<file path="config.mk">
export PLATFORM = sky130hd
export DESIGN_NAME = cpu_regfile_ctrl
export DESIGN_NICKNAME = d
export VERILOG_FILES = /design/src/rtl/cpu_regfile_ctrl.sv
export SDC_FILE = /design/constraint.sdc
export NUM_CORES = 1
export LEC_CHECK = 0
export ABC_AREA = 1
export BUFFER_PORTS_ARGS = -buffer_cell sky130_fd_sc_hd__buf_4
export CORE_ASPECT_RATIO = 0.7
export CORE_UTILIZATION = 45
export CTS_CLUSTER_DIAMETER = 80
export DETAILED_ROUTE_END_ITERATION = 6
export PLACE_DENSITY = 0.72
export SLEW_MARGIN = 20
export SYNTH_ARGS = -nofsm -noshare
export SYNTH_HDL_FRONTEND = slang
export SYNTH_SLANG_ARGS = --single-unit
</file>
<file path="constraint.sdc">
create_clock -name clk -period 2 [get_ports clk]
set_input_delay 0.4 -clock clk [delete_from_list [all_inputs] [get_ports clk]]
set_output_delay 0.4 -clock clk [all_outputs]
set_load 0.005 [all_outputs]
</file>
<file path="src/rtl/cpu_regfile_ctrl.sv">
// cpu_regfile_ctrl: sequences single instructions against an external register
// file with registered reads. ALU ops run IDLE->READ->EXEC->WRITE (one per
// state, one op per 4 cycles). LDI writes the immediate directly. NOP and
// undefined opcodes complete in IDLE.
// Optional feature: define CPU_REGFILE_CTRL_FLAGS_EN to build the carry/zero
// flag registers. Without it, flag_c/flag_z are tied to 0.
module cpu_regfile_ctrl #(
  parameter int DW = 8,
  parameter int AW = 4
) (
  input  logic          clk,
  input  logic          rst,
  input  logic          instr_valid,
  output logic          instr_ready,
  input  logic [15:0]   instr,
  output logic [AW-1:0] rs,
  output logic [AW-1:0] rt,
  output logic [AW-1:0] rd,
  output logic          output_enable,
  output logic          enable_write,
  output logic [DW-1:0] data_in,
  input  logic [DW-1:0] reg_a,
  input  logic [DW-1:0] reg_b,
  output logic          done,
  output logic          illegal,
  output logic          flag_c,
  output logic          flag_z
);

  typedef enum logic [1:0] {
    IDLE  = 2'd0,
    READ  = 2'd1,
    EXEC  = 2'd2,
    WRITE = 2'd3
  } state_t;

  localparam logic [3:0] OP_NOP = 4'd0;
  localparam logic [3:0] OP_ADD = 4'd1;
  localparam logic [3:0] OP_SUB = 4'd2;
  localparam logic [3:0] OP_AND = 4'd3;
  localparam logic [3:0] OP_OR  = 4'd4;
  localparam logic [3:0] OP_XOR = 4'd5;
  localparam logic [3:0] OP_MOV = 4'd6;
  localparam logic [3:0] OP_LDI = 4'd7;

  state_t        r_state;
  logic [3:0]    r_op;
  logic [AW-1:0] r_rd_cap;
  logic [AW-1:0] r_rs;
  logic [AW-1:0] r_rt;
  logic [AW-1:0] r_rd;
  logic [DW-1:0] r_data_in;
  logic          r_oe;
  logic          r_we;
  logic          r_done;
  logic          r_illegal;
  logic [DW-1:0] w_result;

  assign instr_ready   = (r_state == IDLE);
  assign rs            = r_rs;
  assign rt            = r_rt;
  assign rd            = r_rd;
  assign data_in       = r_data_in;
  assign output_enable = r_oe;
  assign enable_write  = r_we;
  assign done          = r_done;
  assign illegal       = r_illegal;

  // ALU on the operands returned by the register file during EXEC
  always_comb begin
    w_result = '0;
    case (r_op)
      OP_ADD:  w_result = reg_a + reg_b;
      OP_SUB:  w_result = reg_a - reg_b;
      OP_AND:  w_result = reg_a & reg_b;
      OP_OR:   w_result = reg_a | reg_b;
      OP_XOR:  w_result = reg_a ^ reg_b;
      OP_MOV:  w_result = reg_a;
      default: w_result = '0;
    endcase
  end

  // Control FSM with registered strobes; strobes default low each cycle so
  // every one of them is a single-cycle pulse, while addresses/data hold.
  always_ff @(posedge clk or negedge rst) begin
    if (!rst) begin
      r_state   <= IDLE;
      r_op      <= OP_NOP;
      r_rd_cap  <= '0;
      r_rs      <= '0;
      r_rt      <= '0;
      r_rd      <= '0;
      r_data_in <= '0;
      r_oe      <= 1'b0;
      r_we      <= 1'b0;
      r_done    <= 1'b0;
      r_illegal <= 1'b0;
    end else begin
      r_oe      <= 1'b0;
      r_we      <= 1'b0;
      r_done    <= 1'b0;
      r_illegal <= 1'b0;
      case (r_state)
        IDLE: begin
          if (instr_valid) begin
            r_op     <= instr[15:12];
            r_rd_cap <= AW'(instr[11:8]);
            case (instr[15:12])
              OP_NOP: begin
                r_done <= 1'b1;
              end
              OP_ADD, OP_SUB, OP_AND, OP_OR, OP_XOR, OP_MOV: begin
                r_rs    <= AW'(instr[7:4]);
                r_rt    <= AW'(instr[3:0]);
                r_oe    <= 1'b1;
                r_state <= READ;
              end
              OP_LDI: begin
                r_rd      <= AW'(instr[11:8]);
                r_data_in <= DW'(instr[7:0]);
                r_we      <= 1'b1;
                r_done    <= 1'b1;
                r_state   <= WRITE;
              end
              default: begin
                r_done    <= 1'b1;
                r_illegal <= 1'b1;
              end
            endcase
          end
        end
        READ: begin
          r_state <= EXEC;
        end
        EXEC: begin
          r_rd      <= r_rd_cap;
          r_data_in <= w_result;
          r_we      <= 1'b1;
          r_done    <= 1'b1;
          r_state   <= WRITE;
        end
        WRITE: begin
          r_state <= IDLE;
        end
        default: begin
          r_state <= IDLE;
        end
      endcase
    end
  end

`ifdef CPU_REGFILE_CTRL_FLAGS_EN
  logic r_flag_c;
  logic r_flag_z;

  // Flags change together with the write-back of ADD/SUB/AND/OR/XOR only.
  // ADD carry: the wrapped sum is smaller than an addend. SUB borrow: a < b.
  always_ff @(posedge clk or negedge rst) begin
    if (!rst) begin
      r_flag_c <= 1'b0;
      r_flag_z <= 1'b0;
    end else if (r_state == EXEC && r_op inside {[OP_ADD:OP_XOR]}) begin
      if (r_op == OP_ADD) begin
        r_flag_c <= (w_result < reg_a);
      end else if (r_op == OP_SUB) begin
        r_flag_c <= (reg_a < reg_b);
      end else begin
        r_flag_c <= 1'b0;
      end
      r_flag_z <= (w_result == '0);
    end
  end

  assign flag_c = r_flag_c;
  assign flag_z = r_flag_z;
`else
  assign flag_c = 1'b0;
  assign flag_z = 1'b0;
`endif

endmodule
</file>
---- Word-level counts from Yosys, hierarchy flattened ----
Cells that the tools add are included.
W data, S select, Z words.
operators by class
  $add $sub $neg .......................... 2
  equal/unequal tests ..................... 19
  multiplexer cells ....................... 22
  bitwise gates (word level) .............. 3
  reduce and logical (&&, ||, !) cells .... 9
operators by type and width
  operator              number
  $pmux W8 S6           1
  $eq A4 B3 Y1 const B  7
  $eq A4 B2 Y1 const B  4
  $mux W8               2
  $pmux W8 S2           1
  $mux W1               10
  $add A8 B8 Y8         1
  $and A8 B8 Y8         1
  $eq A4 B1 Y1 const B  2
  $mux W4               2
  $or A8 B8 Y8          1
  $pmux W2 S4           1
  $pmux W4 S2           1
  $reduce_or A8 Y1      1
  $sub A8 B8 Y8         1
  $xor A8 B8 Y8         1
  $reduce_and A3 Y1     2
  $reduce_or A6 Y1      1
  $eq A2 B2 Y1 const B  2
  $logic_not A4 Y1      1
  $pmux W1 S2           2
  $pmux W2 S2           1
  $reduce_and A2 Y1     2
  $ne A3 B1 Y1 const B  1
  6 further kinds       6
word-level totals
  flip-flop bits (word level) ............. 34
  input bits .............................. 35
  output and inout port bits .............. 27

---- Logic depth before layout (Yosys ltp) ----
  depth in word-level cells ............... 5
  gate-level depth with buffers ........... 18

---- Worst setup path before layout ----
Ideal clock, no wire load.
  path kind ............................... input to register
  start point ............................. input reg_b[1]
  end point ............................... register r_data_in[7], in the netlist data_in[7]
  library setup time ...................... 0.073 ns
  data arrival time ....................... 2.224 ns
  path slack .............................. -0.297 ns
  stages .................................. 18
  path through ............................ inv_1 ha_1 nand3_1 o31ai_1 xor2_1 inv_1 ha_1 nand2_1 inv_1 nand2_1 nand2_1 a21oi_1 inv_1 nand2_1 nand3_1 nand2_1 nand2_1 a21oi_2
on the way
  longest elaborated chain between the ends .. 3
  elaborated cells between the ends (all ways) .. 4
  those cells by class .................... 2 x add/sub; 2 x mux
ends and longest elaborated chain
  what                                                   RTL line  text
  from (decl)                                            23        input logic [DW-1:0] reg_b,
  $sub A8 B8 Y8 / $add A8 B8 Y8 (equally long branches)  74, 73
  $pmux W8 S6 (*)                                        72        case (r_op)
  $pmux W8 S2 (*)                                        103       case (r_state)
  to (signal assigned)                                   120       r_data_in <= DW'(instr[7:0]);
  to (signal assigned)                                   137       r_data_in <= w_result;
  to (decl)                                              52        logic [DW-1:0] r_data_in;
Mark *: on every way between the ends. The rest lies on a longest branch, timed or not.
A chain may end at the register's enable or synchronous reset.

---- Worst setup path in the final report ----
  start point ............................. register r_op[0]
  end point ............................... register r_data_in[7], in the netlist data_in[7]
on the way
  longest elaborated chain between the ends .. 3
  elaborated cells between the ends (all ways) .. 8
  those cells by class .................... 6 x eq/ne; 2 x mux
ends and longest elaborated chain
  what                                  RTL line  text
  from (decl)                           47        logic [3:0] r_op;
  from (signal assigned)                106       r_op <= instr[15:12];
  $eq A4 B3 Y1 (tied with other cells)  72
  $pmux W8 S6 (*)                       72
  $pmux W8 S2 (*)                       103
Marked as above.

==> flow_metrics.py <==
metrics = {
    "status": {
        "outcome": "finished with violations",
        "violations": "setup timing",
    },
    "timing": {
        "final.min_clock_period_ps": 2160,
        "setup_viol": 6,
        "hold_violations": 0,
        "fin_crit_sh_pct": 108,
        "rsz0062_at_grt": "yes",
        "max_freq_mhz": 462,
        "fin_skew_ps": 1.40,
        "setup_tns_ps": -648,
        "setup_slack_ps": -164,
        "drv_slew": 0,
    },
    "final_layout": {
        "area_growth_pct": 39.7,
        "fillers": 464,
        "seq_area_um2": 851,
        "stdcell_count": 514,
        "final_core_util_pct": 66.5,
        "drive_gt1_share_pct": 33.9,
        "multiInputGateArea_um2": 1550,
        "diodes": 0,
        "nets": 503,
    },
    "critical_path": {
        "worstSetupEndpointType": "flip-flop",
        "crit_arrival_ps": 2380,
        "cp-start-kind": "flip-flop",
        "worstPathMaxFanout": 6,
        "path_class": "reg -> reg",
        "critPathRequiredTime_ps": 2220,
    },
    "synthesis": {
        "synth_top_area_share_pct": 33.6,
        "ys_seq_elements": 34,
        "synth_edf_count": 0,
        "synth_area_um2": 2530,
        "synth_common_cells": "nand2_1 (95), inv_1 (48), dfrtp_1 (34)",
        "synthArstFlopShare_pct": 100,
        "synth.area.top_cells": "dfrtp_1 (34%), nand2_1 (14%), ha_1 (13%), inv_1 (7.1%), a21oi_1 (4.9%)",
        "synth_largest_area_cell": "dfrtp_1",
        "netlist_instances": 342,
        "ys.flop_type": "dfrtp_1",
        "ys_types": 35,
        "syn_avg_cell_area_um2": 7.39,
        "synth_most_common_cell": "nand2_1",
        "yosysWarnings": 0,
        "ys_seq_area_share_pct": 33.6,
    },
    "global_routing": {
        "grt_util_all_layers_pct": 24.0,
        "grt_pass1_wl_um": 11300,
        "antenna_found_initial": 0,
        "grt_pass1_vias": 2492,
        "grt-ovfl-total": 0,
        "grt_max_degree": 35,
    },
    "detailed_routing": {
        "drt-initial-drc-count": 134,
        "ant_nets": 0,
        "dr_total_vias": 2587,
        "detail_route.wl_per_cell_um": 12.8,
        "wl_um": 6580,
        "drc": 0,
        "dr.pass1.iters": 4,
        "viasPerCell": 5.03,
    },
    "die": {
        "core_area_um2": 5310,
        "start_util_pct": 47.6,
        "row_count": 22,
        "die-area_um2": 5930,
        "die_x_um": 91.6,
        "die_height_um": 64.7,
        "ioPinCount": 62,
    },
    "power": {
        "leakagePower_uw": 0.00191,
        "power_density_nw_per_um2": 1240,
        "ir_worst_vdd_v": 0.000833,
    },
    "clock_tree": {
        "clk_pin_slew_ps": 70,
        "clk_latency_ps": 280,
        "ctsRootBufferMaster": "clkbuf_8",
        "clock_sinks": 34,
        "cts_buffers": 5,
        "clk_path_buf_depth": 2,
        "cts_tree": "built",
        "cts.htree.levels": 2,
    },
    "placement": {
        "place_ws_ps": -369,
        "dp_hpwl_um": 5270,
        "place_inst": 499,
        "io_buffers": 59,
        "routabilityCongestion": 0.890,
    },
    "flow_run": {
        "max_cap_violations": 0,
    },
    "min_path": {
        "hold_class": "in -> async",
    },
}
==> registers in the layout, indices dropped and copies added (netlist names) <==
| name | cells |
|---|---|
| illegal | 1 |
| rs | 4 |
| data_in | 8 |
| r_op | 4 |
| rt | 4 |
| done | 1 |
| r_rd_cap | 4 |
| output_enable | 1 |
| enable_write | 1 |
| r_state | 2 |
| rd | 4 |
==> stage by stage <==
step	power [uW]	cell area, um^2	hold WS, ps
after floorplan	2600	2580	104
after global placement	3560	3300	373
after detailed placement	3640	3300	371
after CTS	4270	3460	65.2
after global routing	4780	3530	80.6
final	4400	3530	48.5
==> placed cells by master, fill, tap and decap left out, types with 4 or more instances in the layout <==
cell,n
nand4_1,5
a21oi_1,19
o21ai_0,8
clkbuf_8,6
nand2_2,4
ha_1,23
inv_2,10
a21oi_2,7
o22ai_1,8
dfrtp_1,34
xor2_1,6
a31oi_1,4
nand2_1,91
nor2_1,22
nand3_2,6
buf_4,94
nand3_1,10
inv_1,44
o21ai_1,5
==> cell families (layout without fill, tap and decap cells) <==
group	after synthesis	after routing	synth area share [%]
and+or+nand+nor	148	148	25.6
AOI/OAI and AO/OA	63	63	14.6
DFF	34	34	33.6
adders and majority gates	27	27	13.7
buffers and inverters	62	161	9.95
xor gates and xnor gates	7	7	2.42
other	1	2	0.148
==> worst paths after layout <==
path / from / end / slack (ps) / depth (start not counted)
worst max register to register: r_op[0]$_DFFE_PN0P_ / data_in[7]$_DFFE_PN0P_ / -160 / 18
worst max-delay path: r_op[0]$_DFFE_PN0P_ / data_in[7]$_DFFE_PN0P_ / -160 / 18
max in group asynchronous: rst / r_op[3]$_DFFE_PN0P_ / 1650 / 1
min in group clk: instr[8] / r_rd_cap[0]$_DFFE_PN0P_ / 320 / 3
worst min register to register: rt[1]$_DFFE_PN0P_ / rt[1]$_DFFE_PN0P_ / 480 / 2
worst min-delay path: rst / data_in[5]$_DFFE_PN0P_ / 50 / 1
==> repair_timing <==
item                       in CTS  in global routing
buffers inserted                5                  2
resized for setup               9                 15
setup endpoints to repair       7                  7
pin swaps                       8                 13
hold buffers                    0                  0
==> layer usage <==
metal / global-route usage, % / vias to the layer above / share of wire [%]
met5: 0 / - / 0
met4: 4.76 / 0 / 0.84
met3: 5.40 / 8 / 6.6
met2: 39.0 / 83 / 45
met1: 33.0 / 1200 / 48
li1: - / 1296 / -
==> critical path, cell delays in order (launching register included) <==
cell	delay [ps]
dfrtp_1	410
nor2_4	180
nand2_4	110
buf_6	140
o31ai_4	50
xor2_1	170
inv_1	90
ha_4	240
nand2_4	60
inv_2	30
nand2_1	50
nand2_1	60
a21oi_2	140
inv_1	50
nand2_1	60
nand3_1	60
nand2_1	60
nand2_1	60
a21oi_2	100
==> report_power, final <==
| part | switching, uW | leakage (uW) | internal, uW |
|---|---|---|---|
| clock | 241 | 0.0000482 | 278 |
| combinational | 1400 | 0.00146 | 1270 |
| sequential | 190 | 0.000408 | 1020 |
==> cell type report <==
| type | instances | area share [%] |
|---|---|---|
| Multi-Input combinational cell | 247 | 43.7 |
| Sequential cell | 34 | 24.1 |
| Timing Repair Buffer | 97 | 20.9 |
| Inverter | 56 | 6.09 |
| Tap cell | 72 | 2.55 |
| Clock buffer | 7 | 2.44 |
| Clock inverter | 1 | 0.142 |
No activity file was read; power rests on OpenSTA's default activity.
